<file path="src/rtl/goto_rep_pkg.sv">
// goto_rep_pkg: shared types and defaults for the goto-repetition monitor
package goto_rep_pkg;
    typedef enum logic [1:0] {IDLE, COUNT, CHECK} mon_state_t;
    localparam int MON_CNT_W_DEF = 8;
endpackage

</file>
<file path="src/rtl/sat_counter.sv">
// sat_counter: saturating up-counter with synchronous clear (clr wins over inc)
// Ports: clk, rst (async, active-high), clr, inc, q (current count)
module sat_counter #(
    parameter int W = 8
) (
    input  logic         clk,
    input  logic         rst,
    input  logic         clr,
    input  logic         inc,
    output logic [W-1:0] q
);
    logic [W-1:0] q_q, q_d;
    always_comb q_d = clr ? '0 : (inc && q_q != '1) ? q_q + 1'b1 : q_q;
    always_ff @(posedge clk or posedge rst)
        if (rst) q_q <= '0;
        else q_q <= q_d;
    assign q = q_q;
endmodule

</file>
<file path="src/rtl/goto_rep_monitor.sv">
// goto_rep_monitor: on-chip checker for "rose(sig) |-> sig[->N_HITS] ##1 sig" with pass/fail pulses
// Ports: clk, rst (async, active-high), ce (sample enable), sig (monitored),
//        busy (attempt in progress), hit_cnt (occurrences so far), pass/fail (one-cycle verdicts),
//        fail_timeout (qualifies fail when TIMEOUT expired).
// Optional GOTO_REP_MON_STATS_EN adds pass_total/fail_total/drop_total saturating statistics.
module goto_rep_monitor import goto_rep_pkg::*; #(
    parameter int N_HITS  = 2,
    parameter int TIMEOUT = 0,
    parameter int CNT_W   = MON_CNT_W_DEF
) (
    input  logic             clk,
    input  logic             rst,
    input  logic             ce,
    input  logic             sig,
    output logic             busy,
    output logic [CNT_W-1:0] hit_cnt,
    output logic             pass,
    output logic             fail,
    output logic             fail_timeout
`ifdef GOTO_REP_MON_STATS_EN
    ,
    output logic [CNT_W-1:0] pass_total,
    output logic [CNT_W-1:0] fail_total,
    output logic [CNT_W-1:0] drop_total
`endif
);
    localparam int TW = TIMEOUT > 0 ? $clog2(TIMEOUT + 1) : 1;
    localparam logic [TW-1:0] TO_LAST = TW'(TIMEOUT > 0 ? TIMEOUT - 1 : 0);
    localparam logic [CNT_W:0] HIT_LAST = (CNT_W + 1)'(N_HITS);
    mon_state_t state_q, state_d;
    logic sig_q, rise, hit_done, to_hit;
    logic hit_inc, hit_clr, tmr_inc, tmr_clr, drop;
    logic pass_q, pass_d, fail_q, fail_d, to_q, to_d;
    logic [CNT_W-1:0] hit_cnt_q;
    logic [CNT_W:0] hit_next;
    logic [TW-1:0] timer_q;
    assign rise     = sig & ~sig_q;
    assign hit_next = {1'b0, hit_cnt_q} + 1'b1;
    assign hit_done = hit_next == HIT_LAST;
    // timer_q lags the COUNT cycle count by one, so TO_LAST marks the TIMEOUT-th COUNT cycle;
    // reaching N_HITS on that same cycle takes precedence over the timeout
    assign to_hit   = (TIMEOUT > 0) && timer_q == TO_LAST && !(sig && hit_done);
    always_ff @(posedge clk or posedge rst)
        if (rst) begin
            state_q <= IDLE;
            sig_q   <= 1'b0;
        end else if (ce) begin
            state_q <= state_d;
            sig_q   <= sig;
        end
    always_comb
        state_d = state_q == IDLE  ? (rise ? (N_HITS == 1 ? CHECK : COUNT) : IDLE) :
                  state_q == COUNT ? (sig && hit_done ? CHECK : to_hit ? IDLE : COUNT) : IDLE;
    always_comb begin
        busy    = state_q != IDLE;
        hit_inc = ce && ((state_q == IDLE && rise) || (state_q == COUNT && sig));
        hit_clr = ce && (state_q == CHECK || (state_q == COUNT && to_hit));
        tmr_inc = ce && state_q == COUNT;
        tmr_clr = ce && state_d != COUNT;
        pass_d  = ce && state_q == CHECK && sig;
        to_d    = ce && state_q == COUNT && to_hit;
        fail_d  = (ce && state_q == CHECK && !sig) || to_d;
        drop    = ce && busy && rise;
    end
    always_ff @(posedge clk or posedge rst)
        if (rst) begin
            pass_q <= 1'b0;
            fail_q <= 1'b0;
            to_q   <= 1'b0;
        end else begin
            pass_q <= pass_d;
            fail_q <= fail_d;
            to_q   <= to_d;
        end
    sat_counter #(.W(CNT_W)) u_hit (.clk(clk), .rst(rst), .clr(hit_clr), .inc(hit_inc), .q(hit_cnt_q));
    sat_counter #(.W(TW)) u_tmr (.clk(clk), .rst(rst), .clr(tmr_clr), .inc(tmr_inc), .q(timer_q));
`ifdef GOTO_REP_MON_STATS_EN
    sat_counter #(.W(CNT_W)) u_pass_tot (.clk(clk), .rst(rst), .clr(1'b0), .inc(pass_d), .q(pass_total));
    sat_counter #(.W(CNT_W)) u_fail_tot (.clk(clk), .rst(rst), .clr(1'b0), .inc(fail_d), .q(fail_total));
    sat_counter #(.W(CNT_W)) u_drop_tot (.clk(clk), .rst(rst), .clr(1'b0), .inc(drop), .q(drop_total));
`else
    logic unused_drop;
    assign unused_drop = drop;
`endif
    assign hit_cnt      = hit_cnt_q;
    assign pass         = pass_q;
    assign fail         = fail_q;
    assign fail_timeout = to_q;
endmodule

</file>
<file path="config.mk">
export PLATFORM = sky130hd
export DESIGN_NAME = goto_rep_monitor
export DESIGN_NICKNAME = d
export VERILOG_FILES = /design/src/rtl/goto_rep_pkg.sv /design/src/rtl/sat_counter.sv /design/src/rtl/goto_rep_monitor.sv
export SDC_FILE = /design/constraint.sdc
export NUM_CORES = 1
export LEC_CHECK = 0
export ABC_AREA = 1
export CAP_MARGIN = 20
export CORE_MARGIN = 5
export CORE_UTILIZATION = 50
export CTS_CLUSTER_DIAMETER = 100
export CTS_CLUSTER_SIZE = 30
export DETAILED_ROUTE_END_ITERATION = 8
export GPL_TIMING_DRIVEN = 0
export PLACE_DENSITY = 0.78
export SLEW_MARGIN = 20
export SYNTH_ARGS = -nofsm -noshare
export SYNTH_HDL_FRONTEND = slang
export SYNTH_SLANG_ARGS = --single-unit
</file>
<file path="constraint.sdc">
create_clock -name clk -period 2.7 [get_ports clk]
set_input_delay 0.27 -clock clk [delete_from_list [all_inputs] [get_ports clk]]
set_output_delay 0.27 -clock clk [all_outputs]
set_load 0.05 [all_outputs]
</file>
Word-level counts from Yosys, hierarchy flattened
Cells that the tools add are included.
W data, S select, Z words.
{ "op_classes": {"n_addsub": 2, "eq_ne": 4, "n_mux": 6, "bitwise_logic": 2, "reduce_logical": 13} }
{ "ops": {"columns": ["cell", "count"], "rows": [
  ["$mux W8", 2],
  ["$add A8 B1 Y9 const B", 1],
  ["$eq A9 B2 Y1 const B", 1],
  ["$add A8 B1 Y8 const B", 1],
  ["$logic_and A1 B1 Y1", 8],
  ["$ne A8 B8 Y1 const B", 1],
  ["$mux W2", 3],
  ["$reduce_bool A2 Y1", 2],
  ["$eq A2 B1 Y1 const B", 1],
  ["$eq A2 B2 Y1 const B", 1],
  ["$logic_not A2 Y1", 1],
  ["$and A1 B1 Y1", 1],
  ["$logic_not A1 Y1", 1],
  ["$logic_or A1 B1 Y1", 1],
  ["$mux W1", 1],
  ["$not A1 Y1", 1]
]} }
{ "totals": {"register_bits": 13, "output_inout_bits": 12, "word_cells": 32} }

Longest topological paths before layout
Gate-level depths: netlist of the first run.
{ "depth": {"depth_word": 8, "depth_mapped": 10} }

Cells and area by module
From an unflattened synthesis of the first run, not the netlist that was laid out.
{ "unflattened": {"cells_unflattened": 113, "hier_area_um2": 800.8} }
{ "modules_own_cells": {"columns": ["module", "instances", "cells_per_inst", "area_each_um2"], "rows": [
  ["sat_counter", 1, 70, 498.0],
  ["goto_rep_monitor", 1, 43, 302.8]
]} }

Worst setup path before layout of the first run
Ideal clock, no wire load.
{ "synth_path": {"path_type": "flip-flop to flip-flop", "from": "reg u_hit.q_q[0], in the netlist u_hit.q[0]", "to": "reg u_hit.q_q[0], in the netlist u_hit.q[0]", "setup_ns": 0.146, "arrival_time_ns": 1.684, "t_required_ns": 2.554, "setup_slack_ns": 0.870, "stages_incl_launch_ff": 9, "path_buffers": 0, "period_less_slack_ns": 1.830, "cell_sequence": "dfrtp_1 ha_1 nand3_2 nor2_2 nand3_2 nand2_4 inv_2 nor2_1 a21oi_2"} }
{ "synth_between": {"elab_chain_cells": 3} }
{ "synth_rtl": {"columns": ["item", "line", "source"], "rows": [
  ["start: declaration", "sat_counter.sv:12", "logic [W-1:0] q_q, q_d;"],
  ["start signal: assignment", "sat_counter.sv:16", "else q_q <= q_d;"],
  ["$add A8 B1 Y8 / $ne A8 B8 Y1 (equally long branches)", "sat_counter.sv:13", "always_comb q_d = clr ? '0 : (inc && q_q != '1) ? q_q + 1'b1 : q_q;"],
  ["$mux W8 / $logic_and A1 B1 Y1 (equally long branches)", "sat_counter.sv:13", null],
  ["$mux W8 / $reduce_bool A2 Y1 (equally long branches)", null, null]
]} }
Parallel ways exist; a longest one is shown, timed or not. The select of a mux whose other input is x is not followed.
A chain may end at the register's enable or synchronous reset.

Worst setup path after layout of the first run
{ "layout_path": {"from": "reg state_q[1]", "to": "out busy"} }
{ "layout_between": {"elab_chain_cells": 1} }
{ "layout_rtl": {"columns": ["item", "line", "source"], "rows": [
  ["start: declaration", "goto_rep_monitor.sv:30", "mon_state_t state_q, state_d;"],
  ["start signal: assignment", "goto_rep_monitor.sv:48", "state_q <= state_d;"],
  ["$reduce_bool A2 Y1", "goto_rep_monitor.sv:55", "busy = state_q != IDLE;"],
  ["end: declaration", "goto_rep_monitor.sv:15", "output logic busy,"]
]} }
No other way between the ends.

==> impl_metrics.toml, run 1 <==
[yosys]
syn_avg_cell_area_um2 = 7.989
syn_inst = 96
synth_nets = 102
synth_top_area_frac = 0.4241
synth_seq_area_share = 0.4241
syn_area_um2 = 767.0
ys_warn_count = 0
synth-seq-cells = 13
synth_top_cell_by_area = "dfrtp_1"
yosysUniqueCellTypes = 23
yosys-top-cells-area = "dfrtp_1 42%, nand2_1 13%, inv_1 6.4%, nor2_2 4.1%, o22ai_1 4.1%"

[detailed_routing]
vias = 668
ant_nets = 0
drt_pass1_iterations = 4
vias_per_cell = 5.138
wl_per_cell_um = 12.38
drc = 0
drtIter0Drc = 24
drt-total-wl_mm = 1.609

[clock_network]
cts_tree = "yes"
cts_resized = 0
clk_pin_slew_worst_paths_ps = 80
cts_buffer_depth = 2
cts_made_buffers = 3
hold_buffers = 0
postCtsSetupBuffers = 0
insertion_delay_ps = 280
cts_root_buf = "clkbuf_4"
h-tree-depth = 1
cts_sinks = 13

[min_path]
hold_class = "in -> async"

[floorplanning]
num_rows = 14
dieArea_mm2 = 0.002417
ios = 16
fp.dieW_um = 49.17
coreArea_mm2 = 0.001489
initial_utilization = 0.5151
die_y_um = 49.17

[final_layout]
area.growth.synth_to_final_pct = 24.31
drive_above_1_share = 0.1842
nNetsFinal = 121
mostFrequentLayoutCells = "26 x nand2_1, 14 x clkdlybuf4s50_1, 13 x inv_1, 13 x dfrtp_1, 7 x nor2_1"
design_area_um2 = 953.4
final_util = 0.6403
fillers = 138
layout_commonest_cell = "nand2_1"
multi_input_area_um2 = 374.1
seqCellArea_um2 = 325.3
n_antenna_cell = 0

[sta]
clock_skew_ps = 2.975
layout_min_cycle_time_ps = 1891
slew_viol_final = 0
tns_ps = 0
tightest_slew_ps = 505.3
hold_viol = 0
relSlewSlack = 0.6627
post-route-period-util = 0.7003
grt_setup_unrepaired = "no"
fmax_mhz = 528.8
setup_slack_ps = 809.1
setup_viol = 0

[grt]
grt_pass1_wl_mm = 2.842
grt_max_degree = 14
gr-usage-all-layers = 0.1528
overflow = 0
grt_pass1_vias = 641
antenna_found_initial = 0

[critical_path]
cpLargestDelayFamily = "buffers and inverters"
cp-start-kind = "flip-flop"
end_kind = "output port"
path_cells = "inv_1 > nand2_1 > clkdlybuf4s50_1"
arrival_ps = 1620
crit_fanout = 3
slowest_delay_ps = 800
path_class = "reg -> out"
cpMaxStageDelayCell = "clkdlybuf4s50_1"
cp.required_ps = 2430
worst-path-buf-inv = 2

[placement]
place_congestion = 0.8197
dp_hpwl_mm = 1.202
place_area_um2 = 927.1
port_buffers = 14
place_ws_ps = 1021

[power_and_ir_drop]
pwr-share-seq = 0.320
power_w = 0.001050
pwr-share-comb = 0.563
power_leakage_nw = 0.4518
vdd_drop_max_v = 0.0007273
switching_share = 0.5197
p_clk_frac = 0.117
p_switching_w = 0.0005456
p_per_area_mw_per_mm2 = 1101
p_int_w = 0.0005042

[run]
cap_violations = 0

[outcome]
status = "finished, final reports clean"
[power groups by stage]
stage                     Clock [W]  Sequential, W  Combinational, W
after floorplan                   0       0.000483          0.000270
after global placement            0       0.000333          0.000579
after detailed placement          0       0.000337          0.000587
after CTS                  0.000126       0.000334          0.000592
after global routing       0.000142       0.000349          0.000646
final                      0.000123       0.000336          0.000591
[cell families (layout without fill, tap and decap cells)]
group / count (synthesis) / in the layout / share of synthesized area
other: 1 / 1 / 0.004889
AOI/OAI and AO/OA: 11 / 11 / 0.1044
adders and majority gates: 2 / 2 / 0.03262
and+or+nand+nor: 50 / 50 / 0.3132
buffers and inverters: 17 / 35 / 0.08810
xor gates and xnor gates: 2 / 2 / 0.03263
DFF: 13 / 13 / 0.4241
[worst paths after layout]
path	start	endpoint	slack (ps)	cells past startpoint
worst max register to register	u_hit.q[0]	state_q[0]	1100	10
worst min-delay path	rst	u_hit.q[5]	310	2
worst max-delay path	state_q[1]	busy	810	3
worst min register to register	sig_q	sig_q	540	2
min in group clk	sig_q	sig_q	540	2
max in group asynchronous	rst	fail	2050	2
[synth_stat cells]
cell type,instances
a211oi_2,1
nand2_4,2
xor2_2,1
nand4_1,1
nand2_1,26
nor2_1,7
inv_1,13
ha_1,2
a21oi_2,1
xor2_1,1
nor2_2,5
nand2_2,1
o32ai_1,1
conb_1,1
nand3_2,2
o21ai_0,1
nand3_1,6
o21ai_2,1
o21ai_1,1
o22ai_1,5
buf_4,1
dfrtp_1,13
inv_2,3
[stage by stage]
step                      hold slack, ps  std cells
after global placement             511.5        126
final                              309.1        130
after CTS                          321.0        130
after detailed placement           515.1        126
after floorplan                    147.0         96
after global routing               333.3        130
[registers in the layout, indices dropped and copies added, names as in the netlist]
signal   flops
u_hit.q      8
state_q      2
fail         1
pass         1
sig_q        1
[cell type report]
| class | instances | area share |
|---|---|---|
| Clock buffer | 4 | 0.02756 |
| Tap cell | 16 | 0.02100 |
| Inverter | 16 | 0.06299 |
| Sequential cell | 13 | 0.3412 |
| Multi-Input combinational cell | 66 | 0.3924 |
| Buffer | 1 | 0.007874 |
| Timing Repair Buffer | 14 | 0.1470 |
[routing by layer]
metal | share of wire | vias to the layer above | global-route usage
li1 | - | 338 | -
met1 | 0.47 | 308 | 0.2053
met2 | 0.46 | 15 | 0.2146
met3 | 0.042 | 7 | 0.03976
met4 | 0.033 | 0 | 0.09417
met5 | 0 | - | 0
(Power assumes the default switching activity.)
==> run 2, diff against run 1 <==
- CORE_UTILIZATION: 50 -> 44
- PLACE_DENSITY: 0.78 -> 0.73
- clock period: 2.7 -> 1.6 ns (I/O delays scaled with it)
==> run 2 against run 1 <==
First-iteration DRC count down 79%. Routed wire length down 11%. Clock power up 59%. Flip-flop and latch count unchanged. Worst setup slack worse by 760 ps. Register-to-register slack worse by 950 ps. Hold slack worse by 100 ps. Power up 62%. Critical path depth down 2. Clock skew up 6.0 ps.
==> impl_metrics.toml, run 2 (synthesized netlist as in run 1, its figures left out) <==
[clock_network]
cts_made_buffers = 3
hold_buffers = 0
h-tree-depth = 1
cts_sinks = 13
insertion_delay_ps = 270
cts_root_buf = "clkbuf_4"
cts_tree = "yes"
clk_pin_slew_worst_paths_ps = 80
cts_resized = 9
postCtsSetupBuffers = 0
cts_buffer_depth = 2

[critical_path]
path_class = "reg -> out"
arrival_ps = 1390
cp-start-kind = "flip-flop"
cpMaxStageDelayCell = "clkdlybuf4s50_1"
cp.required_ps = 1440
end_kind = "output port"
cpLargestDelayFamily = "buffers and inverters"
path_cells = "clkdlybuf4s50_1"
crit_fanout = 1
slowest_delay_ps = 790
worst-path-buf-inv = 1
crit_start = "pass"
r2r_start = "u_hit.q[0]"

[sta]
post-route-period-util = 0.9684
tns_ps = 0
holdWs_ps = 207.5
hold_viol = 0
setup_slack_ps = 50.49
fmax_mhz = 645.4
tightest_slew_ps = 500.5
relSlewSlack = 0.6660
layout_min_cycle_time_ps = 1550
grt_setup_unrepaired = "no"
slew_viol_final = 0
clock_skew_ps = 8.946
setup_viol = 0

[outcome]
status = "finished, final reports clean"

[detailed_routing]
ant_nets = 0
drc = 0
vias = 648
wl_per_cell_um = 10.92
drt-total-wl_mm = 1.431
drt_pass1_iterations = 4
vias_per_cell = 4.947
drtIter0Drc = 5

[grt]
overflow = 0
gr-usage-all-layers = 0.1276
grt_pass1_vias = 595
grt_pass1_wl_mm = 2.525
grt_max_degree = 14
antenna_found_initial = 0

[power_and_ir_drop]
p_int_w = 0.0008034
pwr-share-comb = 0.547
power_leakage_nw = 0.4774
vdd_drop_max_v = 0.001038
p_clk_frac = 0.115
p_per_area_mw_per_mm2 = 1771
pwr-share-seq = 0.338
power_w = 0.001698
p_switching_w = 0.0008944
switching_share = 0.5268

[final_layout]
area.growth.synth_to_final_pct = 24.96
largest_reg_flops = 8
mostFrequentLayoutCells = "26 x nand2_1, 13 x inv_1, 11 x dfrtp_1"
drive_above_1_share = 0.2105
design_area_um2 = 958.4
fillers = 160
layout_commonest_cell = "nand2_1"
nNetsFinal = 121
n_antenna_cell = 0

[floorplanning]
initial_utilization = 0.4541
ios = 16
num_rows = 15
coreArea_mm2 = 0.001689
dieArea_mm2 = 0.002678
die_y_um = 51.75
fp.dieW_um = 51.75

[placement]
dp_hpwl_mm = 1.130
place_ws_ps = 44.09
port_buffers = 14
place_area_um2 = 943.4
place_congestion = 0.8065

[run]
cap_violations = 0

[min_path]
hold_class = "in -> async"
==> run 2: changes by cell type in the layout (fill, tap and decap cells not counted), sizes merged <==
| cell | previous run | this run |
|---|---|---|
| clkdlybuf4s50 | 14 | 5 |
| dlygate4sd2 | 0 | 9 |
==> run 2: final cells by class <==
| cell class | instances | area [µm²] | share of cell area |
|---|---|---|---|
| Inverter | 16 | 60.06 | 0.06266 |
| Multi-Input combinational cell | 66 | 386.6 | 0.4034 |
| Timing Repair Buffer | 14 | 128.9 | 0.1345 |
| Clock buffer | 4 | 26.28 | 0.02742 |
| Tap cell | 17 | 21.27 | 0.02219 |
| Buffer | 1 | 7.507 | 0.007833 |
| Sequential cell | 13 | 327.8 | 0.3420 |
==> run 2: final timing paths <==
check,slack [ps],endpoint,depth (start not counted)
hold reg to reg,540,sig_q,2
setup / recovery,50,pass,1
max in group asynchronous,1020,u_hit.q[0],2
hold / removal,210,fail,2
min in group clk,500,pass,3
setup reg to reg,150,state_q[0],10
==> run 2: power by group through the flow <==
stage / clock [W] / combinational (W) / sequential [W]
floorplan: 0 / 0.000464 / 0.000831
global route: 0.000222 / 0.00102 / 0.000595
detailed placement: 0 / 0.000998 / 0.000582
finish: 0.000195 / 0.000929 / 0.000574
global placement: 0 / 0.000992 / 0.000579
CTS: 0.000205 / 0.000937 / 0.000574
==> run 2: layer usage <==
metal	vias up	track usage	wire, µm
met2	16	0.1970	664
met3	2	0.05158	83
met1	295	0.1679	675
met4	0	0.02620	6
li1	335	-	-
met5	-	0	0
==> run 2: per-stage QoR <==
step / cells / util
after detailed placement: 127 / 0.5585
final: 131 / 0.5674
after CTS: 131 / 0.5674
after floorplan: 96 / -
after global routing: 131 / 0.5674
after global placement: 127 / 0.5585
